### config.mk
export PLATFORM = sky130hd
export DESIGN_NAME = move_decoder
export DESIGN_NICKNAME = d
export VERILOG_FILES = /design/src/rtl/move_decoder.sv
export SDC_FILE = /design/constraint.sdc
export NUM_CORES = 1
export LEC_CHECK = 0
export CAP_MARGIN = 20
export CORE_ASPECT_RATIO = 0.9
export CORE_UTILIZATION = 33
export DETAILED_ROUTE_END_ITERATION = 7
export SETUP_SLACK_MARGIN = 0.1
export SLEW_MARGIN = 20
export SYNTH_ARGS = -nofsm -noshare
export SYNTH_HDL_FRONTEND = slang
export SYNTH_SLANG_ARGS = --single-unit
### constraint.sdc
create_clock -name clock -period 2.3 [get_ports clock]
set_clock_uncertainty 0.2 [all_clocks]
set_input_delay 0.46 -clock clock [delete_from_list [all_inputs] [get_ports clock]]
set_output_delay 0.46 -clock clock [all_outputs]
set_load 0.01 [all_outputs]
### src/rtl/move_decoder.sv
// -----------------------------------------------------------------------------
// move_decoder
//   Turns cell-selection requests into registered one-hot write enables for a
//   board of CELLS cells.  It tracks which cells are taken, whose turn it is
//   and how many moves have been played.  Illegal requests are answered with a
//   reject pulse and change no state.
//
// Optional feature (compile-time macro MOVE_DECODER_UNDO_EN):
//   Adds the undo / undo_ack ports and a last-move history.  With it, moves
//   can be taken back in LIFO order.
//
// Parameters
//   CELLS  number of board cells (width of en / occupied)
//   SEL_W  cell-index width, 2**SEL_W must be >= CELLS
//
// Ports
//   clock        rising-edge clock for all state
//   reset        asynchronous, active-high reset
//   sel          requested cell index
//   sel_valid    move request, sampled on the clock edge
//   clear_board  synchronous new-game request (highest priority)
//   undo         take back the last move (MOVE_DECODER_UNDO_EN only)
//   undo_ack     one-cycle pulse, undo performed (MOVE_DECODER_UNDO_EN only)
//   en           registered one-hot write-enable pulse for the accepted cell
//   mark         player owning the current en pulse (0 = X, 1 = O)
//   accept       one-cycle pulse, move accepted
//   reject       one-cycle pulse, request refused
//   occupied     registered occupancy map
//   player       side to move next
//   board_full   high while every cell is occupied
// -----------------------------------------------------------------------------
module move_decoder #(
    parameter int CELLS = 9,
    parameter int SEL_W = 4
) (
    input  logic             clock,
    input  logic             reset,
    input  logic [SEL_W-1:0] sel,
    input  logic             sel_valid,
    input  logic             clear_board,
`ifdef MOVE_DECODER_UNDO_EN
    input  logic             undo,
    output logic             undo_ack,
`endif
    output logic [CELLS-1:0] en,
    output logic             mark,
    output logic             accept,
    output logic             reject,
    output logic [CELLS-1:0] occupied,
    output logic             player,
    output logic             board_full
);

    localparam int CNT_W = $clog2(CELLS + 1);

    localparam logic [CNT_W-1:0] FULL_COUNT = CNT_W'(CELLS);
    localparam logic [CNT_W-1:0] ONE_COUNT  = CNT_W'(1'b1);
    localparam logic [CELLS-1:0] CELL_ONE   = CELLS'(1'b1);
    // One bit wider than sel so that CELLS == 2**SEL_W is still representable.
    localparam logic [SEL_W:0]   CELL_LIMIT = (SEL_W + 1)'(CELLS);

    // The index must be able to address every cell.
    generate
        if ((2 ** SEL_W) < CELLS) begin : g_bad_sel_width
            $error("move_decoder: SEL_W too narrow for CELLS");
        end
    endgenerate

    // Registered state and outputs
    logic [CELLS-1:0] en_r;
    logic             mark_r;
    logic             accept_r;
    logic             reject_r;
    logic [CELLS-1:0] occupied_r;
    logic             player_r;
    logic [CNT_W-1:0] count_r;
    logic             board_full_r;

    // Next-state values
    logic [CELLS-1:0] en_next_s;
    logic             mark_next_s;
    logic             accept_next_s;
    logic             reject_next_s;
    logic [CELLS-1:0] occupied_next_s;
    logic             player_next_s;
    logic [CNT_W-1:0] count_next_s;

    // Request decode
    logic [CELLS-1:0] sel_onehot_s;
    logic             sel_in_range_s;
    logic             sel_free_s;
    logic             legal_s;
    logic             hist_wr_s;

`ifdef MOVE_DECODER_UNDO_EN
    logic             undo_ack_r;
    logic             undo_ack_next_s;
    logic [SEL_W-1:0] hist_r [CELLS];
    logic [CNT_W-1:0] undo_idx_s;
    logic [CELLS-1:0] undo_onehot_s;
`endif

    // Decode the requested cell and decide whether the move is legal.
    // Out-of-range indices shift the one-hot past the top bit, giving zero.
    always_comb begin
        sel_onehot_s   = CELL_ONE << sel;
        sel_in_range_s = ({1'b0, sel} < CELL_LIMIT);
        sel_free_s     = ((occupied_r & sel_onehot_s) == {CELLS{1'b0}});
        legal_s        = sel_in_range_s & sel_free_s & ~board_full_r;
`ifdef MOVE_DECODER_UNDO_EN
        undo_idx_s     = count_r - ONE_COUNT;
        undo_onehot_s  = CELL_ONE << hist_r[undo_idx_s];
`endif
    end

    // Next-state selection: clear_board, then undo, then sel_valid.
    always_comb begin
        en_next_s       = {CELLS{1'b0}};
        mark_next_s     = 1'b0;
        accept_next_s   = 1'b0;
        reject_next_s   = 1'b0;
        occupied_next_s = occupied_r;
        player_next_s   = player_r;
        count_next_s    = count_r;
        hist_wr_s       = 1'b0;
`ifdef MOVE_DECODER_UNDO_EN
        undo_ack_next_s = 1'b0;
`endif
        if (clear_board) begin
            occupied_next_s = {CELLS{1'b0}};
            player_next_s   = 1'b0;
            count_next_s    = {CNT_W{1'b0}};
        end
`ifdef MOVE_DECODER_UNDO_EN
        else if (undo) begin
            if (count_r != {CNT_W{1'b0}}) begin
                occupied_next_s = occupied_r & ~undo_onehot_s;
                player_next_s   = ~player_r;
                count_next_s    = undo_idx_s;
                undo_ack_next_s = 1'b1;
            end else begin
                reject_next_s   = 1'b1;
            end
        end
`endif
        else if (sel_valid) begin
            if (legal_s) begin
                en_next_s       = sel_onehot_s;
                mark_next_s     = player_r;
                accept_next_s   = 1'b1;
                occupied_next_s = occupied_r | sel_onehot_s;
                player_next_s   = ~player_r;
                count_next_s    = count_r + ONE_COUNT;
                hist_wr_s       = 1'b1;
            end else begin
                reject_next_s   = 1'b1;
            end
        end else begin
            en_next_s = {CELLS{1'b0}};
        end
    end

    // State and output registers; board_full is registered from the next count.
    always_ff @(posedge clock or posedge reset) begin
        if (reset) begin
            en_r         <= {CELLS{1'b0}};
            mark_r       <= 1'b0;
            accept_r     <= 1'b0;
            reject_r     <= 1'b0;
            occupied_r   <= {CELLS{1'b0}};
            player_r     <= 1'b0;
            count_r      <= {CNT_W{1'b0}};
            board_full_r <= 1'b0;
        end else begin
            en_r         <= en_next_s;
            mark_r       <= mark_next_s;
            accept_r     <= accept_next_s;
            reject_r     <= reject_next_s;
            occupied_r   <= occupied_next_s;
            player_r     <= player_next_s;
            count_r      <= count_next_s;
            board_full_r <= (count_next_s == FULL_COUNT);
        end
    end

`ifdef MOVE_DECODER_UNDO_EN
    // Undo acknowledge register and move history; entry k holds the cell of move k.
    always_ff @(posedge clock or posedge reset) begin
        if (reset) begin
            undo_ack_r <= 1'b0;
            for (int i = 0; i < CELLS; i++) begin
                hist_r[i] <= {SEL_W{1'b0}};
            end
        end else begin
            undo_ack_r <= undo_ack_next_s;
            if (hist_wr_s) begin
                hist_r[count_r] <= sel;
            end else begin
                hist_r[count_r] <= hist_r[count_r];
            end
        end
    end

    assign undo_ack = undo_ack_r;
`endif

    assign en         = en_r;
    assign mark       = mark_r;
    assign accept     = accept_r;
    assign reject     = reject_r;
    assign occupied   = occupied_r;
    assign player     = player_r;
    assign board_full = board_full_r;

endmodule

==> flow_metrics.py <==
metrics = {
    "setup_path": {
        "critPathArrivalTime_ns": 2.16,
        "worstSetupPathType": "in -> reg",
        "startpoint_type": "input port",
        "worstPathRequired_ns": 2.29,
        "path_max_fanout": 8,
        "cp-end-kind": "flop",
    },
    "pwr": {
        "ir_worst_vdd_mv": 0.283,
        "switchingPower_uw": 232,
        "swShare": 0.258,
        "power_frac_comb": 0.144,
        "p_per_area_nw_per_um2": 504,
        "p_int_uw": 666,
        "p_leak_nw": 0.774,
        "seq_power_share": 0.546,
        "pwr-share-clk": 0.310,
    },
    "synth": {
        "synth-edff-count": 0,
        "post-synth-top-area-cell": "dfrtp_1",
        "async_flop_share": 1.00,
        "ys_seq_area_frac": 0.527,
        "synthCells": 124,
        "ys_types": 41,
        "yosysMostFrequentCell": "dfrtp_1",
        "syn_nets": 133,
        "synth_top_area_share": 0.527,
        "synthFlopType": "dfrtp_1",
        "syn_area_per_cell_um2": 10.3,
        "ys_top_cells_by_count": "27 x dfrtp_1, 23 x nor2_1, 7 x inv_1, 7 x nand3_1, 5 x nand2b_1",
        "yosysWarnings": 0,
        "synthTopCellsByArea": "dfrtp_1 53%, nor2_1 6.7%, nand3_1 2.7%",
        "synth-seq-cells": 27,
        "synth_area_um2": 1280,
    },
    "floorplanning": {
        "top_level_ports": 31,
        "die_y_um": 61.1,
        "die_area_um2": 4140,
        "die_w_um": 67.7,
        "num_rows": 21,
        "coreArea_um2": 3700,
        "initial_core_util": 0.346,
    },
    "placement": {
        "postPlaceCellArea_um2": 1700,
        "dp_slack_ns": -0.409,
        "port_buffers": 30,
        "place_congestion": 0.799,
        "dpl.hpwl_um": 2100,
    },
    "timing": {
        "slew-limit-headroom": 0.760,
        "setup_viol": 0,
        "hold_viol_final": 0,
        "fin_ws_ns": 0.131,
        "worst_pin_slew_ns": 0.359,
        "fmax_mhz": 461,
        "final.period_utilization": 0.943,
        "grt_setup_unrepaired": "false",
        "final_max_slew_viol_count": 0,
        "min_period_ns": 2.17,
    },
    "route": {
        "drt_drc_violations_left": 0,
        "detail_route.iter0.violations": 53,
        "drtAntennaViolNets": 0,
        "via_per_inst": 4.95,
        "vias": 1039,
        "avgRoutedWirePerCell_um": 14.3,
        "firstDrtPassIters": 4,
        "drt-total-wl_um": 3010,
    },
    "cells_and_area": {
        "nNetsFinal": 174,
        "synthToLayoutAreaGrowth_pct": 39.0,
        "diodes": 0,
        "drive_gt1_frac": 0.213,
        "stdcell_area_um2": 1780,
    },
    "clock_network": {
        "cts_buffers": 3,
        "worstSkewPairLatency_ns": 0.28,
        "cts_root_buf": "clkbuf_8",
        "cts_hold_buf": 0,
        "cts_max_level": 1,
        "clk_pin_slew_worst_paths_ns": 0.09,
        "clock_tree.buffer_depth": 2,
        "cts_tree": "yes",
        "post-cts-setup-buffers": 0,
        "cts_sinks": 27,
    },
    "global_routing": {
        "grt_overflow": 0,
        "grt_pass1_vias": 977,
        "grt_max_degree": 28,
        "antenna_found_initial": 0,
        "grt_usage": 0.160,
        "grt_first_pass_wirelength_um": 4760,
    },
    "hold_path": {
        "min_path_type": "in -> async",
    },
    "job": {
        "drv_cap": 0,
    },
    "status": {
        "status": "finished, final reports clean",
    },
}
==> critical path, stage by stage <==
cell	delay, ns
dlygate4sd2_1	0.27
buf_4	0.17
o41ai_2	0.37
o31ai_2	0.15
nor4_4	0.16
buf_6	0.17
and2_4	0.18
mux2i_2	0.23
==> timing repair <==
| action | in CTS | in global routing |
|---|---|---|
| pin swaps | 1 | 0 |
| gates resized for setup | 9 | 3 |
| endpoints found under the setup margin | 25 | 14 |
==> metal layers <==
metal / track usage / wire length (µm) / part of all wire
met5: 0 / 0 / 0
met4: 0.0547 / 29 / 0.0096
met3: 0.0333 / 105 / 0.035
met2: 0.260 / 1550 / 0.52
met1: 0.212 / 1320 / 0.44
==> through the flow <==
step | hold WS [ns] | utilization | TNS, ns | instances | power [mW]
final | 0.336 | 0.481 | 0 | 210 | 0.897
after global routing | 0.353 | 0.481 | 0 | 210 | 0.934
after CTS | 0.350 | 0.477 | 0 | 210 | 0.904
after detailed placement | 0.332 | 0.458 | -8.08 | 206 | 0.625
after global placement | 0.321 | 0.458 | -7.45 | 206 | 0.622
after floorplan | 0.313 | - | 0 | 124 | 0.569
==> layout by cell type (no fill, tap or decap), types with 2 or more instances in the layout <==
master / netlist / routed
buf_4: 0 / 12
dlygate4sd2_1: 0 / 3
nor2_1: 23 / 23
nor3_1: 4 / 4
o21ai_0: 3 / 3
nand3_1: 7 / 7
dfrtp_1: 27 / 27
or2b_1: 2 / 2
o22ai_1: 2 / 2
nand2_1: 2 / 2
clkbuf_8: 0 / 3
nand2b_1: 5 / 5
a31oi_1: 4 / 4
buf_6: 3 / 2
inv_1: 7 / 7
clkdlybuf4s50_1: 0 / 26
nor2b_1: 2 / 2
or2_2: 2 / 2
==> cell families (layout without fill, tap and decap cells) <==
group                      Yosys count  after routing  share of synthesized area
AOI/OAI and AO/OA                   19             19                      0.110
xor gates and xnor gates             1              1                    0.00684
DFF                                 27             27                      0.527
and+or+nand+nor                     57             57                      0.247
buffers and inverters               15             55                     0.0625
adders and majority gates            1              1                    0.00976
muxes                                4              4                     0.0361
==> worst paths after layout <==
check,start,slack (ns),end,depth (start not counted)
min,reset,0.34,en[1]$_DFF_PP0_,3
min in group clock,occupied[4]$_DFFE_PP0P_,0.34,occupied[4]$_DFFE_PP0P_,2
min reg2reg,occupied[4]$_DFFE_PP0P_,0.34,occupied[4]$_DFFE_PP0P_,2
max in group asynchronous,reset,1.31,occupied[6]$_DFFE_PP0P_,3
max reg2reg,occupied[0]$_DFFE_PP0P_,0.25,count_r[2]$_DFF_PP0_,6
max,sel[2],0.13,board_full$_DFF_PP0_,8
==> state kept, by name, indices dropped and copies added, names as in the netlist <==
name and count:
board_full 1, accept 1, player 1, reject 1, en 9, count_r 4, mark 1, occupied 9
==> area by class of cell <==
cell class	count	area, µm²
inverters	7	26.3
fillers	350	1920
well taps	46	57.6
flip-flops and latches	27	676
multi-input cells	82	561
clock buffers	3	41.3
clock inverters	1	7.51
repair buffers	44	412
==> power groups by stage <==
stage / Clock (mW) / Combinational, mW / Sequential [mW]
global route: 0.301 / 0.142 / 0.491
floorplan: 0 / 0.0678 / 0.502
global placement: 0 / 0.123 / 0.499
detailed placement: 0 / 0.125 / 0.500
CTS: 0.287 / 0.127 / 0.490
finish: 0.278 / 0.129 / 0.490
(Power assumes the default switching activity.)
